$ cat src/rtl/haze_irq_pkg.sv
// Shared types and constants for the haze-cpu interrupt encoder.
// Latency: n/a (declarations only).
// Backpressure: n/a.
package haze_irq_pkg;

    localparam int IRQ_COUNT = 32;
    localparam int IRQ_ID_W  = 5;

    typedef logic [IRQ_ID_W-1:0]  irq_id_t;
    typedef logic [IRQ_COUNT-1:0] irq_vec_t;

    typedef enum logic {
        IDLE    = 1'b0,
        SERVICE = 1'b1
    } irq_state_t;

    // One-hot mask selecting a single source by ID.
    function automatic irq_vec_t id_onehot(input irq_id_t id);
        irq_vec_t v;
        v     = '0;
        v[id] = 1'b1;
        return v;
    endfunction

endpackage

$ cat src/rtl/priority_encoder_32to5.sv
// Lowest-index-wins priority encoder, 32 request bits to a 5-bit index.
// Latency: combinational, zero cycles.
// Backpressure: none; purely a function of the input vector.
//
// Ports:
//   vec  in  32  request vector
//   idx  out 5   lowest set index (0 when nothing is set)
//   any  out 1   at least one bit of vec is set
module priority_encoder_32to5
    import haze_irq_pkg::*;
(
    input  logic [IRQ_COUNT-1:0] vec,
    output irq_id_t              idx,
    output logic                 any
);

    // Scan from the top down so the lowest set bit is the last assignment.
    always_comb begin
        idx = '0;
        any = |vec;
        for (int i = IRQ_COUNT - 1; i >= 0; i--) begin
            if (vec[i]) begin
                idx = irq_id_t'(i);
            end
        end
    end

endmodule

$ cat src/rtl/irq_encoder_32to5.sv
// Interrupt encoder: latches 32 request lines into a pending set and offers the lowest enabled one for claim/complete.
// Latency: a request sampled at edge k is visible on o_Valid/o_ID after edge k; all outputs registered.
// Backpressure: one interrupt in service at a time; while busy, new requests only accumulate as pending.
//
// Ports:
//   i_CLK, i_RST            clock, synchronous active-high reset
//   i_IRQ[31:0]             raw request lines (already in i_CLK domain)
//   i_Enable[31:0]          per-source enable mask
//   o_Valid, o_ID[4:0]      claimable interrupt and its ID (ID 0 when not valid)
//   i_Claim                 claim strobe, honoured only in IDLE with o_Valid=1
//   i_Complete, i_CompleteID[4:0]  completion strobe and ID, honoured only when ID matches o_ClaimedID
//   o_Busy, o_ClaimedID[4:0]       an interrupt is in service, and which one (0 when idle)
module irq_encoder_32to5
    import haze_irq_pkg::*;
#(
    parameter logic [IRQ_COUNT-1:0] EDGE_MASK = 32'h0000_0000
) (
    input  logic                 i_CLK,
    input  logic                 i_RST,
    input  logic [IRQ_COUNT-1:0] i_IRQ,
    input  logic [IRQ_COUNT-1:0] i_Enable,
    output logic                 o_Valid,
    output logic [IRQ_ID_W-1:0]  o_ID,
    input  logic                 i_Claim,
    input  logic                 i_Complete,
    input  logic [IRQ_ID_W-1:0]  i_CompleteID,
    output logic                 o_Busy,
    output logic [IRQ_ID_W-1:0]  o_ClaimedID
);

    irq_state_t    state;
    irq_vec_t      pending;
    irq_vec_t      irq_prev;

    logic          claim_acc;
    logic          complete_acc;
    irq_vec_t      level_block;
    irq_vec_t      set_vec;
    irq_vec_t      clr_vec;
    irq_vec_t      pending_nxt;
    irq_state_t    state_nxt;
    irq_id_t       enc_idx;
    logic          enc_any;

    assign claim_acc    = (state == IDLE) && o_Valid && i_Claim;
    assign complete_acc = (state == SERVICE) && i_Complete && (i_CompleteID == o_ClaimedID);

    // Gateway: a level source must not re-pend while it is in service. The
    // source being claimed on this edge counts as in service already, so a
    // level line still held high at claim time does not immediately re-pend
    // itself behind its own handler.
    always_comb begin
        level_block = '0;
        if (state == SERVICE) begin
            level_block = level_block | id_onehot(o_ClaimedID);
        end
        if (claim_acc) begin
            level_block = level_block | id_onehot(o_ID);
        end
    end

    assign set_vec = (i_IRQ & ~irq_prev & EDGE_MASK)
                   | (i_IRQ & ~EDGE_MASK & ~level_block);

    assign clr_vec = claim_acc ? id_onehot(o_ID) : '0;

    // Set has priority over the claim clear, so a fresh edge arriving on the
    // claim edge stays pending (one-deep queue behind the in-service copy).
    assign pending_nxt = (pending & ~clr_vec) | set_vec;

    always_comb begin
        state_nxt = state;
        if (claim_acc) begin
            state_nxt = SERVICE;
        end else if (complete_acc) begin
            state_nxt = IDLE;
        end
    end

    priority_encoder_32to5 u_prio (
        .vec (pending_nxt & i_Enable),
        .idx (enc_idx),
        .any (enc_any)
    );

    always_ff @(posedge i_CLK) begin
        if (i_RST) begin
            state       <= IDLE;
            pending     <= '0;
            irq_prev    <= '0;
            o_Valid     <= 1'b0;
            o_ID        <= '0;
            o_Busy      <= 1'b0;
            o_ClaimedID <= '0;
        end else begin
            state    <= state_nxt;
            pending  <= pending_nxt;
            irq_prev <= i_IRQ;
            o_Busy   <= (state_nxt == SERVICE);

            if ((state_nxt == IDLE) && enc_any) begin
                o_Valid <= 1'b1;
                o_ID    <= enc_idx;
            end else begin
                o_Valid <= 1'b0;
                o_ID    <= '0;
            end

            if (claim_acc) begin
                o_ClaimedID <= o_ID;
            end else if (complete_acc) begin
                o_ClaimedID <= '0;
            end
        end
    end

endmodule

$ cat config.mk
export PLATFORM = sky130hd
export DESIGN_NAME = irq_encoder_32to5
export DESIGN_NICKNAME = d
export VERILOG_FILES = /design/src/rtl/haze_irq_pkg.sv /design/src/rtl/priority_encoder_32to5.sv /design/src/rtl/irq_encoder_32to5.sv
export SDC_FILE = /design/constraint.sdc
export NUM_CORES = 1
export LEC_CHECK = 0
export CAP_MARGIN = 20
export CORE_ASPECT_RATIO = 0.6
export CORE_MARGIN = 2
export CORE_UTILIZATION = 45
export CTS_BUF_LIST = sky130_fd_sc_hd__clkbuf_4
export CTS_CLUSTER_DIAMETER = 80
export DETAILED_ROUTE_END_ITERATION = 6
export HOLD_SLACK_MARGIN = 0.1
export PLACE_DENSITY_LB_ADDON = 0.1
export SETUP_SLACK_MARGIN = 0.2
export SLEW_MARGIN = 30
export SYNTH_ARGS = -nofsm -noshare
export SYNTH_HDL_FRONTEND = slang
export SYNTH_SLANG_ARGS = --single-unit
$ cat constraint.sdc
create_clock -name i_CLK -period 2 [get_ports i_CLK]
set_input_delay 0.2 -clock i_CLK [delete_from_list [all_inputs] [get_ports i_CLK]]
set_output_delay 0.2 -clock i_CLK [all_outputs]
set_load 0.01 [all_outputs]
Yosys cells after proc, flatten, opt, wreduce, memory -nomap -nowiden
Index checks and enable logic that the tools add are counted.
{"block": "word_totals", "elab_cells": 81, "out_inout_bits": 12, "reg_bits": 44}
{"block": "classes", "bitwise_logic": 10, "n_reduce_logical": 14, "n_eq_ne": 1, "magnitude_cmp": 4, "n_mux": 43}
{"operator": "32-bit bitwise AND", "count": 3}
{"operator": "32-bit two-way mux", "count": 3}
{"operator": "5-bit two-way mux", "count": 18}
{"operator": "32-bit NOT", "count": 2}
{"operator": "32-bit OR", "count": 2}
{"operator": "4-bit two-way mux", "count": 8}
{"operator": "32-bit OR reduction", "count": 1}
{"operator": "18-bit OR reduction", "count": 1}
{"operator": "5-bit by 6-bit less-than comparator with 1-bit output (second input constant)", "count": 2}
{"operator": "3-bit two-way mux", "count": 4}
{"operator": "1-bit demux with 5-bit select", "count": 2}
{"operator": "5-bit by 1-bit greater-or-equal comparator with 1-bit output (second input constant)", "count": 2}
{"operator": "10-bit OR reduction", "count": 1}
{"operator": "1-bit logical AND", "count": 7}
{"operator": "1-bit two-way mux", "count": 6}
{"operator": "6-bit OR reduction", "count": 1}
{"operator": "5-bit equality test", "count": 1}
{"operator": "2-bit two-way mux", "count": 2}
{"operator": "4-bit OR reduction", "count": 1}
{"operator": "1-bit NOT", "count": 3}
{"operator": "3-bit OR reduction", "count": 1}
{"operator": "2-bit nonzero test", "count": 1}

Depth between registers and ports, before layout
Gate-level depths: netlist of run 1.
{"block": "depth", "word_depth": 42, "mapped_depth": 9}

By module
A second synthesis of run 1 with hierarchy kept.
{"block": "unflattened", "hier_cells": 340, "area_unflattened_um2": 2557.5}
{"module": "irq_encoder_32to5", "cells_per_inst": 275, "area_per_inst_um2": 2172.1, "n_inst": 1}
{"module": "priority_encoder_32to5", "cells_per_inst": 65, "area_per_inst_um2": 385.4, "n_inst": 1}

Worst setup path before layout of run 1
OpenSTA, ideal clock, no wires.
{"block": "synth_timing", "path_kind": "reg2reg", "startpoint": "reg o_ClaimedID[2]", "endpoint": "reg o_ID[3]", "path_slack_ns": -0.203, "t_required_ns": 1.853, "setup_ns": 0.147, "arrival_ns": 2.056, "path_stages_with_launch": 9, "period_less_slack_ns": 2.203, "path_cell_list": "dfxtp_1 > buf_6 > nand4b_1 > o31a_1 > o22a_2 > a2111oi_4 > nand4bb_4 > o211ai_2 > a311oi_1"}
{"block": "synth_via", "elab_chain_cells": 35, "word_cells_on_any_way": 45, "cone_classes": "order compare: 2; eq/ne: 1; mux: 30; bitwise: 7; reduce/logical: 5"}
{"item": "from (decl)", "line": "irq_encoder_32to5.sv:28", "source": "output logic [IRQ_ID_W-1:0] o_ClaimedID"}
{"item": "from (signal assigned)", "line": "irq_encoder_32to5.sv:110", "source": "o_ClaimedID <= o_ID;"}
{"item": "5-bit by 6-bit less-than comparator with 1-bit output (not written as such) or 5-bit by 1-bit greater-or-equal comparator with 1-bit output (tied branches)", "line": "haze_irq_pkg.sv:21", "source": "v[id] = 1'b1;"}
{"item": "1-bit logical AND (not written as such)", "line": "haze_irq_pkg.sv:21"}
{"item": "1-bit two-way mux (not written as such)", "line": "haze_irq_pkg.sv:21"}
{"item": "1-bit demux with 5-bit select", "line": "haze_irq_pkg.sv:21"}
{"item": "32-bit two-way mux", "line": "irq_encoder_32to5.sv:54", "source": "if (state == SERVICE) begin"}
{"item": "32-bit OR", "line": "irq_encoder_32to5.sv:58", "source": "level_block = level_block | id_onehot(o_ID);"}
{"item": "32-bit two-way mux", "line": "irq_encoder_32to5.sv:57", "source": "if (claim_acc) begin"}
{"item": "32-bit NOT", "line": "irq_encoder_32to5.sv:63", "source": "| (i_IRQ & ~EDGE_MASK & ~level_block);"}
{"item": "32-bit bitwise AND", "line": "irq_encoder_32to5.sv:63"}
{"item": "32-bit OR", "line": "irq_encoder_32to5.sv:69", "source": "assign pending_nxt = (pending & ~clr_vec) | set_vec;"}
{"item": "32-bit bitwise AND", "line": "irq_encoder_32to5.sv:81", "source": ".vec (pending_nxt & i_Enable),"}
{"item": "5-bit two-way mux (16 in a row)", "line": "priority_encoder_32to5.sv:22", "source": "if (vec[i]) begin"}
{"item": "4-bit two-way mux (8 in a row)", "line": "priority_encoder_32to5.sv:22"}
{"item": "to (signal assigned)", "line": "irq_encoder_32to5.sv:103", "source": "o_ID <= enc_idx;"}
{"item": "to (decl)", "line": "irq_encoder_32to5.sv:23", "source": "output logic [IRQ_ID_W-1:0] o_ID,"}
Parallel ways exist; a longest one is shown, timed or not.
A chain may end at the register's enable or synchronous reset.

Worst setup path after layout of run 1
{"block": "layout_timing", "startpoint": "reg o_ID[3]", "endpoint": "reg o_ID[3]"}
{"block": "layout_via", "elab_chain_cells": 34, "word_cells_on_any_way": 42, "cone_classes": "order compare: 2; mux: 28; bitwise: 8; reduce/logical: 4"}
{"item": "5-bit by 6-bit less-than comparator with 1-bit output (not written as such) or 5-bit by 1-bit greater-or-equal comparator with 1-bit output (tied branches)", "line": "haze_irq_pkg.sv:21"}
{"item": "1-bit logical AND (not written as such)", "line": "haze_irq_pkg.sv:21"}
{"item": "1-bit two-way mux (not written as such)", "line": "haze_irq_pkg.sv:21"}
{"item": "1-bit demux with 5-bit select (*)", "line": "haze_irq_pkg.sv:21"}
{"item": "32-bit OR", "line": "irq_encoder_32to5.sv:58"}
{"item": "32-bit two-way mux", "line": "irq_encoder_32to5.sv:57"}
{"item": "32-bit NOT", "line": "irq_encoder_32to5.sv:63"}
{"item": "32-bit bitwise AND", "line": "irq_encoder_32to5.sv:63"}
{"item": "32-bit OR (*)", "line": "irq_encoder_32to5.sv:69"}
{"item": "32-bit bitwise AND (*)", "line": "irq_encoder_32to5.sv:81"}
{"item": "5-bit two-way mux (16 in a row)", "line": "priority_encoder_32to5.sv:22"}
{"item": "4-bit two-way mux (8 in a row)", "line": "priority_encoder_32to5.sv:22"}
Mark *: on every way between the ends. The rest lies on a longest branch, timed or not.

==> impl_metrics.tcl, run 1 <==
set metrics [dict create \
    synthFlopType "dfxtp_1" \
    irDropWorstVdd_uv 275 \
    synth.net_count 453 \
    ctsHtreeMaxLevel 2 \
    muxShareOfSynthArea 0 \
    synth_top_family_by_area "simple AND/OR/NAND/NOR gates" \
    area_delta_synth_final_pct 75.7 \
    r2r_end "o_ID[3]$_SDFF_PP0_" \
    post_layout_nonfiller_instances 674 \
    required_ps 2310 \
    end_kind "flop" \
    cp_cell_sequence "buf_4, nand3b_1, buf_6, o211a_4, nor4_4, buf_4, nand3_1, a311oi_2" \
    yosysTopAreaCellShare 0.290 \
    grt_pass1_vias 3703 \
    start_util 0.460 \
    synth.area.top_cells "dfxtp_1 (29%), nor2_1 (6.3%), nor3_1 (3.6%)" \
    coreArea_um2 6620 \
    fp-row-count 23 \
    hp-class "primary input to flop" \
    diodes 0 \
    yosysSeqAreaShare 0.290 \
    drtAntennaViolNets 0 \
    clk_pin_slew_ps 150 \
    firstDrtPassIters 4 \
    combPwrFrac 0.368 \
    swShare 0.337 \
    slowest_delay_ps 380 \
    mostFrequentLayoutCells "buf_4 (127), clkdlybuf4s50_1 (80), nor2_1 (48)" \
    setup_viol 6 \
    syn_avg_cell_area_um2 8.00 \
    synth_xor_area_frac 0.0144 \
    yosysTopAreaCell "dfxtp_1" \
    p_sw_uw 779 \
    final_area_um2 5340 \
    totalWireLength_um 13600 \
    clock-sinks 44 \
    syn_area_um2 3040 \
    cts_hold_buffers 0 \
    outcome "finished with violations" \
    antenna_found_initial 0 \
    fin_skew_ps 4.55 \
    ys_ff_latch 44 \
    startpoint_type "flop" \
    synth.distinct_cells 74 \
    min-delay-start "i_IRQ[28]" \
    vias 3960 \
    dp_slack_ps -786 \
    whs_path_depth 3 \
    max_freq_mhz 422 \
    synth_adder_area_share 0 \
    die_y_um 67.7 \
    critical-path-slowest-cell "dfxtp_2" \
    path_class "flop to flop" \
    dp.cells 652 \
    viasPerCell 5.88 \
    crit_fanout 6 \
    crit_top_cell "buf_4" \
    die-area_um2 7450 \
    fill_cells 442 \
    placed_area_um2 4830 \
    synth_compound_area_frac 0.295 \
    wl_per_cell_um 20.2 \
    finalHoldViolations 0 \
    cts_max_path_buffers 2 \
    min_period_over_period 1.19 \
    design_power_total_uw 2310 \
    r2r-start "o_ID[3]$_SDFF_PP0_" \
    fin_setup_tns_ps -1910 \
    tightest_slew_ps 490 \
    rr_worst_depth 8 \
    worst_slack_ps -372 \
    seq_power_share 0.426 \
    grt_pass1_wl_um 19600 \
    drc 0 \
    synth_edf_count 0 \
    max_cap_violations 0 \
    grt_use_total 0.362 \
    dp_hpwl_um 9910 \
    slew_headroom 0.671 \
    cp_top_family "simple AND/OR/NAND/NOR gates" \
    nets 659 \
    timing.critical_path.buf_inv 3 \
    slew_violations 0 \
    num_io_pins 85 \
    reg2reg_slack_ps -370 \
    layout_min_cycle_time_ps 2370 \
    rsz0062_at_grt "yes" \
    grt_max_degree 39 \
    pwr-share-clk 0.205 \
    syn_inst 380 \
    gp_congestion 0.925 \
    violations "setup timing" \
    p_leak_uw 0.00223 \
    cts_tree "yes" \
    async_flop_share 0 \
    synth_simple_gate_area_share 0.341 \
    mostFrequentLayoutCell "buf_4" \
    yosysWarningCount 0 \
    io_buffers 84 \
    drt-initial-drc-count 344 \
    p_per_area_nw_per_um2 432 \
    cts_made_buffers 5 \
    cts_root_buf "clkbuf_4" \
    final_layout_size_suffix_gt1_frac 0.405 \
    grt_overflow_total 0 \
    cellInternalPower_uw 1530 \
    holdPathEnd "pending[28]$_SDFF_PP0_" \
    clk_latency_ps 390 \
    worstPathArrival_ps 2680 \
    die_w_um 110 \
]
-- flip-flops by register name, summed over array words and instances (netlist names) --
signal,flops
o_Valid,1
pending,32
o_ClaimedID,5
state,1
o_ID,5
-- power groups by stage --
stage / registers [uW] / clock network [uW] / logic (uW)
after floorplan: 994 / 0 / 336
after global placement: 1000 / 0 / 745
after detailed placement: 1000 / 0 / 755
after CTS: 982 / 473 / 801
after global routing: 991 / 508 / 906
final: 985 / 474 / 851
-- synth_stat cells (4+ instances only) --
cell,n
o211ai_1,7
nor3_1,22
o211a_1,5
a211oi_1,7
a31oi_1,8
xor2_1,4
nand3b_1,5
buf_2,6
nor4_1,8
o31ai_1,4
clkbuf_1,8
nor2_1,51
nor2b_1,8
inv_1,15
a21oi_1,17
o21ai_0,18
nand2_1,24
o22ai_1,9
nand2b_1,4
dfxtp_1,44
nand3_1,10
a21boi_0,6
or3_1,5
-- layout make-up --
cell class	count	area, um^2	area share
clock inverters	3	13.8	0.00258
multi-input cells	299	2300	0.431
flip-flops and latches	44	916	0.171
inverters	16	60.1	0.0112
repair buffers	220	1910	0.357
clock buffers	5	37.5	0.00702
well taps	87	109	0.0204
-- per-stage QoR --
stage                     hold slack (ps)   util
final                                 376  0.807
after floorplan                       364      -
after detailed placement              457  0.730
after global placement                454  0.730
after CTS                             383  0.774
after global routing                  406  0.807
-- tightest hold or removal path: stages --
cell	delay, ps
clkdlybuf4s50_1	410
nor2_1	90
nor4_1	50
-- kinds of logic after synthesis --
family / count (synthesis)
flops: 44
simple gates: 175
buf+inv: 37
xor+xnor: 5
compound gates: 119
-- per-layer routing --
metal,up-vias,GRT usage,part of all wire
li1,1857,-,-
met1,1863,0.502,0.44
met2,217,0.551,0.44
met3,23,0.0792,0.10
met4,0,0.134,0.018
met5,-,0,0
-- repair_timing --
item | CTS | global route
setup endpoints to repair | 16 | 12
buffers inserted | 7 | 7
resized for setup | 46 | 40
pin swaps | 16 | 22
-- worst max path at each step --
stage                                     start                 end  slack [ps]  cells after the start
detailed placement                      i_Claim  o_ID[1]$_SDFF_PP0_        -790                      9
finish                       o_ID[3]$_SDFF_PP0_  o_ID[3]$_SDFF_PP0_        -370                      8
global placement                        i_Claim  o_ID[3]$_SDFF_PP0_        -650                      8
global route        o_ClaimedID[1]$_SDFFE_PP0P_  o_ID[3]$_SDFF_PP0_        -450                      9
CTS                 o_ClaimedID[4]$_SDFFE_PP0P_  o_ID[3]$_SDFF_PP0_        -260                     10
floorplan           o_ClaimedID[2]$_SDFFE_PP0P_  o_ID[0]$_SDFF_PP0_        -110                      8
Power figures use the tool's default switching activity.
==> inputs of run 2 (changes only) <==
- SLEW_MARGIN: 30 -> 5
==> results of run 2 <==
No change in the layout: final DEF, timing and power equal those of run 1.
==> inputs of run 3 (changes only) <==
- CTS_CLUSTER_SIZE: default -> 30
==> results of run 3 <==
No change in the layout: final DEF, timing and power equal those of run 1.
